**config.mk**
```make
export PLATFORM = sky130hd
export DESIGN_NAME = pin_keypad_tx_flat
export DESIGN_NICKNAME = d
export VERILOG_FILES = /design/src/rtl/pin_keypad_if.sv /design/src/rtl/pin_keypad_tx.sv /design/src/flat_wrapper.sv
export SDC_FILE = /design/constraint.sdc
export NUM_CORES = 1
export LEC_CHECK = 0
export BUFFER_PORTS_ARGS = -buffer_cell sky130_fd_sc_hd__buf_2
export CELL_PAD_IN_SITES_DETAIL_PLACEMENT = 0
export CELL_PAD_IN_SITES_GLOBAL_PLACEMENT = 1
export CORE_AREA = 2 2 79 81
export DETAILED_ROUTE_END_ITERATION = 10
export DIE_AREA = 0 0 81 83
export GPL_TIMING_DRIVEN = 1
export PLACE_DENSITY = 0.65
export SLEW_MARGIN = 10
export SYNTH_ARGS = -nofsm -noshare
export SYNTH_HDL_FRONTEND = slang
export SYNTH_SLANG_ARGS = --single-unit
```
**constraint.sdc**
```tcl
create_clock -name clk -period 5.7 [get_ports clk]
set_clock_uncertainty 0.2 [all_clocks]
set_input_delay 0.855 -clock clk [delete_from_list [all_inputs] [get_ports clk]]
set_output_delay 0.855 -clock clk [all_outputs]
set_load 0.02 [all_outputs]
```
**src/rtl/pin_keypad_if.sv**
```systemverilog
// Handshake bundle between the keypad scanner, the PIN terminal and the gate controller.
interface pin_keypad_if;
  logic        key_valid;
  logic [3:0]  key_code;
  logic        llegado_vehiculo;
  logic        abriendo_compuerta;
  logic        alarm_pin_incorrecto;
  logic        alarm_bloqueo;
  logic [15:0] clave_ingresada;
  logic        clave_valida;
  logic [2:0]  digit_count;
  logic        key_reject;
  logic        error_timeout;
  logic        teclado_bloqueado;
  logic [1:0]  estado;

  modport master (
    input  key_valid, key_code, llegado_vehiculo,
           abriendo_compuerta, alarm_pin_incorrecto, alarm_bloqueo,
    output clave_ingresada, clave_valida, digit_count, key_reject,
           error_timeout, teclado_bloqueado, estado
  );

  modport slave (
    output key_valid, key_code, llegado_vehiculo,
           abriendo_compuerta, alarm_pin_incorrecto, alarm_bloqueo,
    input  clave_ingresada, clave_valida, digit_count, key_reject,
           error_timeout, teclado_bloqueado, estado
  );
endinterface

```
**src/rtl/pin_keypad_tx.sv**
```systemverilog
// Driver-side PIN terminal: assembles 4 BCD digits from keypresses, sends them to the
// gate controller and follows its verdict / lockout signals.
module pin_keypad_tx #(
  parameter int TIMEOUT_CYCLES = 1000,
  parameter int CNT_W          = 10
) (
  input logic          clk,
  input logic          reset,
  pin_keypad_if.master bus
);
  typedef enum logic [1:0] {IDLE = 2'b00, ENTRY = 2'b01, WAIT = 2'b10, LOCKED = 2'b11} state_t;

  localparam logic [CNT_W-1:0] T_LAST = CNT_W'(TIMEOUT_CYCLES - 1);

  state_t           st;
  logic [CNT_W-1:0] timer;
  logic [15:0]      clave;
  logic [2:0]       cnt;

  assign bus.estado          = st;
  assign bus.clave_ingresada = clave;
  assign bus.digit_count     = cnt;

  always_ff @(posedge clk or posedge reset) begin
    if (reset) begin
      st                    <= IDLE;
      timer                 <= '0;
      clave                 <= '0;
      cnt                   <= '0;
      bus.clave_valida      <= 1'b0;
      bus.key_reject        <= 1'b0;
      bus.error_timeout     <= 1'b0;
      bus.teclado_bloqueado <= 1'b0;
    end else begin
      bus.clave_valida      <= 1'b0;
      bus.key_reject        <= 1'b0;
      bus.error_timeout     <= 1'b0;
      bus.teclado_bloqueado <= 1'b0;
      // Lockout beats everything else, including a key arriving the same cycle.
      if (bus.alarm_bloqueo) begin
        st                    <= LOCKED;
        clave                 <= '0;
        cnt                   <= '0;
        timer                 <= '0;
        bus.key_reject        <= bus.key_valid;
        bus.teclado_bloqueado <= 1'b1;
      end else begin
        case (st)
          IDLE: begin
            bus.key_reject <= bus.key_valid;
            if (bus.llegado_vehiculo) begin
              st    <= ENTRY;
              clave <= '0;
              cnt   <= '0;
              timer <= '0;
            end
          end
          ENTRY: begin
            if (bus.key_valid) begin
              // Any key, even a rejected one, restarts the inactivity timer.
              timer <= '0;
              if (bus.key_code <= 4'h9) begin
                if (cnt < 3'd4) begin
                  clave <= {clave[11:0], bus.key_code};
                  cnt   <= cnt + 3'd1;
                end else bus.key_reject <= 1'b1;
              end else if (bus.key_code == 4'hA) begin
                if (cnt != 3'd0) begin
                  clave <= {4'h0, clave[15:4]};
                  cnt   <= cnt - 3'd1;
                end else bus.key_reject <= 1'b1;
              end else if (bus.key_code == 4'hC) begin
                clave <= '0;
                cnt   <= '0;
              end else if (bus.key_code == 4'hB) begin
                if (cnt == 3'd4) begin
                  st               <= WAIT;
                  bus.clave_valida <= 1'b1;
                end else bus.key_reject <= 1'b1;
              end else bus.key_reject <= 1'b1;
            end else if (timer == T_LAST) begin
              bus.error_timeout <= 1'b1;
              st                <= IDLE;
              clave             <= '0;
              cnt               <= '0;
              timer             <= '0;
            end else timer <= timer + 1'b1;
          end
          WAIT: begin
            bus.key_reject <= bus.key_valid;
            if (bus.abriendo_compuerta) begin
              st    <= IDLE;
              clave <= '0;
              cnt   <= '0;
              timer <= '0;
            end else if (bus.alarm_pin_incorrecto) begin
              st    <= ENTRY;
              clave <= '0;
              cnt   <= '0;
              timer <= '0;
            end else if (timer == T_LAST) begin
              bus.error_timeout <= 1'b1;
              st                <= ENTRY;
              clave             <= '0;
              cnt               <= '0;
              timer             <= '0;
            end else timer <= timer + 1'b1;
          end
          LOCKED: begin
            bus.key_reject <= bus.key_valid;
            st             <= IDLE;
            timer          <= '0;
          end
          default: st <= IDLE;
        endcase
      end
    end
  end
endmodule

```
**src/flat_wrapper.sv**
```systemverilog
// flat-port wrapper written by rule: the top's interface ports become plain ports
module pin_keypad_tx_flat 
#(
  parameter int TIMEOUT_CYCLES = 1000,
  parameter int CNT_W          = 10
)
  (clk, reset, bus_key_valid, bus_key_code, bus_llegado_vehiculo, bus_abriendo_compuerta, bus_alarm_pin_incorrecto, bus_alarm_bloqueo, bus_clave_ingresada, bus_clave_valida, bus_digit_count, bus_key_reject, bus_error_timeout, bus_teclado_bloqueado, bus_estado);
  pin_keypad_if bus_i ();
  input logic clk;
  input logic reset;
  input wire logic [$bits(bus_i.key_valid)-1:0] bus_key_valid;
  input wire logic [$bits(bus_i.key_code)-1:0] bus_key_code;
  input wire logic [$bits(bus_i.llegado_vehiculo)-1:0] bus_llegado_vehiculo;
  input wire logic [$bits(bus_i.abriendo_compuerta)-1:0] bus_abriendo_compuerta;
  input wire logic [$bits(bus_i.alarm_pin_incorrecto)-1:0] bus_alarm_pin_incorrecto;
  input wire logic [$bits(bus_i.alarm_bloqueo)-1:0] bus_alarm_bloqueo;
  output wire logic [$bits(bus_i.clave_ingresada)-1:0] bus_clave_ingresada;
  output wire logic [$bits(bus_i.clave_valida)-1:0] bus_clave_valida;
  output wire logic [$bits(bus_i.digit_count)-1:0] bus_digit_count;
  output wire logic [$bits(bus_i.key_reject)-1:0] bus_key_reject;
  output wire logic [$bits(bus_i.error_timeout)-1:0] bus_error_timeout;
  output wire logic [$bits(bus_i.teclado_bloqueado)-1:0] bus_teclado_bloqueado;
  output wire logic [$bits(bus_i.estado)-1:0] bus_estado;
  assign bus_i.key_valid = bus_key_valid;
  assign bus_i.key_code = bus_key_code;
  assign bus_i.llegado_vehiculo = bus_llegado_vehiculo;
  assign bus_i.abriendo_compuerta = bus_abriendo_compuerta;
  assign bus_i.alarm_pin_incorrecto = bus_alarm_pin_incorrecto;
  assign bus_i.alarm_bloqueo = bus_alarm_bloqueo;
  assign bus_clave_ingresada = bus_i.clave_ingresada;
  assign bus_clave_valida = bus_i.clave_valida;
  assign bus_digit_count = bus_i.digit_count;
  assign bus_key_reject = bus_i.key_reject;
  assign bus_error_timeout = bus_i.error_timeout;
  assign bus_teclado_bloqueado = bus_i.teclado_bloqueado;
  assign bus_estado = bus_i.estado;
  pin_keypad_tx #(.TIMEOUT_CYCLES(TIMEOUT_CYCLES), .CNT_W(CNT_W)) u_core (.clk(clk), .reset(reset), .bus(bus_i));
endmodule
```
==> results.sh <==
export IMPL_hold_viol=0
export IMPL_leakagePower_uw=0.001122
export IMPL_endpoint_kind="flop"
export IMPL_synth_nets=209
export IMPL_grt_remaining_overflow=0
export IMPL_max_freq_mhz=397.5
export IMPL_antenna_found_initial=0
export IMPL_cp_arrival_ns=2.46
export IMPL_wl_per_cell_um=15.00
export IMPL_hold_path_class="reg2reg"
export IMPL_grt_pass1_vias=1544
export IMPL_synth_edf_count=0
export IMPL_slew_headroom_pct=51.07
export IMPL_slowest_delay_ns=0.53
export IMPL_rr_startpoint="u_core.bus.estado[1]"
export IMPL_layout_drive_gt1_share_pct=25.33
export IMPL_die_width_um=81
export IMPL_core_um2=5816
export IMPL_cp_start_kind="flop"
export IMPL_row_count=28
export IMPL_num_vias=1591
export IMPL_finalSetupViolCount=0
export IMPL_tns_ns=0
export IMPL_critPathMaxFanout=13
export IMPL_fin_crit_sh_pct=44.14
export IMPL_crit_type="reg2reg"
export IMPL_num_fill_cells=618
export IMPL_postCtsHoldBufs=0
export IMPL_detailed_place_hpwl_um=3216
export IMPL_clkLatencyLatePin_ns=0.29
export IMPL_max_slew_worst_pin_slew_ns=0.7244
export IMPL_diodes=0
export IMPL_route_detailed_drc=0
export IMPL_cp_top_family="simple AND/OR/NAND/NOR gates"
export IMPL_netlist_area_um2=1973
export IMPL_syn_inst=190
export IMPL_seq_area_frac_synth_pct=44.39
export IMPL_cts_setup_buffers=0
export IMPL_io_pins=36
export IMPL_cts_made_buffers=5
export IMPL_die_h_um=83
export IMPL_worst_path_stages=7
export IMPL_grt_max_degree=36
export IMPL_synth_flop_cell="dfrtp_1"
export IMPL_start_util_pct=33.93
export IMPL_cp_data_required_time_ns=5.64
export IMPL_min_period_ns=2.516
export IMPL_fin_nets=247
export IMPL_htreeDepth=2
export IMPL_post_drt_via_cell_ratio=5.234
export IMPL_rsz0062_at_grt="false"
export IMPL_regArea_um2=875.8
export IMPL_cts_clk_slew_worst_paths_ns=0.07
export IMPL_yosys_warnings=0
export IMPL_cts_sinks=35
export IMPL_multi_input_comb_area_um2=1031
export IMPL_synth_ff_latch_count=35
export IMPL_crit_slowest_cell="or3b_2"
export IMPL_critPathBufInv=1
export IMPL_cp_startpoint="u_core.bus.estado[1]"
export IMPL_fin_total_pwr_uw=701.9
export IMPL_cts_path_max_buffers=2
export IMPL_status="completed"
export IMPL_min_from="u_core.timer[9]"
export IMPL_maxCapViolCount=0
export IMPL_grt_total_usage_pct=14.23
export IMPL_cts_resized_gates=0
export IMPL_grt_pass1_wl_um=7576
export IMPL_io_buffers=35
export IMPL_crit_path_end="u_core.bus.clave_ingresada[0]"
export IMPL_gp_congestion=0.7465
export IMPL_reg2reg_depth=7
export IMPL_cts_root_buffer="clkbuf_8"
export IMPL_area_growth_pct=18.71
export IMPL_maxSlewViolCount=0
export IMPL_drt_iter0_drc=47
export IMPL_powerDensity_nw_per_um2=299.7
export IMPL_die_area_um2=6723
export IMPL_reg2reg_slack_ns=3.18
export IMPL_async_reset_ff_share_pct=100.0
export IMPL_r2r_end="u_core.bus.clave_ingresada[0]"
export IMPL_crit_path_cell_trace="inv_1 > ha_1 > or3b_2 > o41ai_1 > a21oi_2 > nand3_1 > o2bb2ai_1"
export IMPL_syn_area_per_cell_um2=10.38
export IMPL_drt_pass1_iterations=4
export IMPL_cts_tree="done"
export IMPL_ir_drop_mv=0.1577
export IMPL_drt_total_wl_um=4560
export IMPL_synthDistinctLibCells=52
export IMPL_ant_nets=0
[final cells by class]
| cell class | instances | share of cell area, % |
|---|---|---|
| Clock buffer | 6 | 3.526 |
| Clock inverter | 2 | 1.496 |
| Inverter | 9 | 1.442 |
| Multi-Input combinational cell | 140 | 44.02 |
| Sequential cell | 35 | 37.39 |
| Tap cell | 75 | 4.006 |
| Timing Repair Buffer | 37 | 8.120 |
[logic make-up after synthesis]
| logic type | Yosys count | synth area share (%) |
|---|---|---|
| simple gates | 61 | 18.71 |
| compound gates | 59 | 22.32 |
| buf+inv | 15 | 3.361 |
| mux | 12 | 6.151 |
| fa+ha+maj | 8 | 5.073 |
| flops | 35 | 44.39 |
[routing by layer]
layer  vias up  share of wire, %  routed length (µm)  global-route usage (%)
li1        791                 -                   -                       -
met1       767                50                2299                   21.57
met4         0               1.3                  57                   3.698
met2        27                45                2042                   20.14
met3         6               3.5                 161                   3.370
met5         -                 0                   0                       0
[worst reg2reg max path, delay by kind of cell (launching register included)]
kind                     cells  cell delay, ns
AO/OA/AOI/OAI                3            0.45
AND/OR/NAND/NOR              2            0.96
flip-flops                   1            0.42
buffers and inverters        1            0.11
adder cells (fa/ha/maj)      1            0.24
[stage by stage]
| stage | std cells | setup WS [ns] | hold WS (ns) | cell area [µm²] | util, % |
|---|---|---|---|---|---|
| 2_1_floorplan | 190 | 3.253 | 0.2506 | 1973 | - |
| 3_3_place_gp | 296 | 2.950 | 0.2886 | 2225 | 38.25 |
| 3_5_place_dp | 296 | 2.898 | 0.2968 | 2225 | 38.25 |
| 4_1_cts | 304 | 3.161 | 0.3132 | 2342 | 40.28 |
| 5_1_grt | 304 | 2.962 | 0.3377 | 2342 | 40.28 |
| 6_report | 304 | 3.184 | 0.3201 | 2342 | 40.28 |
[Yosys cell counts (2+ instances only)]
library cell  instances  area share, %
ha_1                  8            5.1
a21o_1                2           0.76
o21ai_0              16            4.1
nor3_1                7            1.8
nor2b_1               3           0.95
nand2_1              11            2.1
a22o_1                6            2.7
dfrtp_1              35             44
o22ai_1               2           0.63
o32a_1                2            1.0
nor3b_1               2           0.76
and3_1                3           0.95
mux2i_1              11            5.6
inv_1                 9            1.7
o2bb2ai_1            13            5.8
a21oi_1               3           0.76
nor2_1               10            1.9
nor4_1                2           0.63
nand2b_1              5            1.6
nand3_1               4            1.0
buf_2                 5            1.3
[worst min-delay path by stage]
| stage | slack (ns) | cells past startpoint | endpoint |
|---|---|---|---|
| final | 0.32 | 1 | u_core.timer[9] |
| after global routing | 0.34 | 1 | u_core.timer[9] |
| after CTS | 0.31 | 1 | u_core.timer[9] |
| after detailed placement | 0.30 | 1 | u_core.timer[9] |
| after global placement | 0.29 | 1 | u_core.timer[9] |
| after floorplan | 0.25 | 1 | u_core.timer[9] |
[flip-flops by register name, summed over array words and instances, names as in the netlist]
signal                        flops
u_core.bus.clave_ingresada       16
u_core.timer                     10
u_core.bus.digit_count            3
u_core.bus.estado                 2
u_core.bus.clave_valida           1
u_core.bus.error_timeout          1
u_core.bus.key_reject             1
u_core.bus.teclado_bloqueado      1
[cell usage in the layout, fill, tap and decap left out, drive strengths merged, types with 4 or more instances in the layout]
| cell type | instances |
|---|---|
| o2bb2ai | 13 |
| dfrtp | 35 |
| inv | 9 |
| nor2 | 11 |
| mux2i | 11 |
| a22o | 6 |
| o21ai | 18 |
| nand2 | 12 |
| clkbuf | 6 |
| nor3 | 9 |
| nand3 | 4 |
| nand2b | 5 |
| buf | 37 |
| ha | 8 |
| a21oi | 4 |
[where the power goes]
part / switching, µW / internal, µW / total, µW
Clock: 93.4 / 142 / 235
Sequential: 11.8 / 259 / 271
Combinational: 129 / 66.7 / 196
No activity file was read; power rests on OpenSTA's default activity.
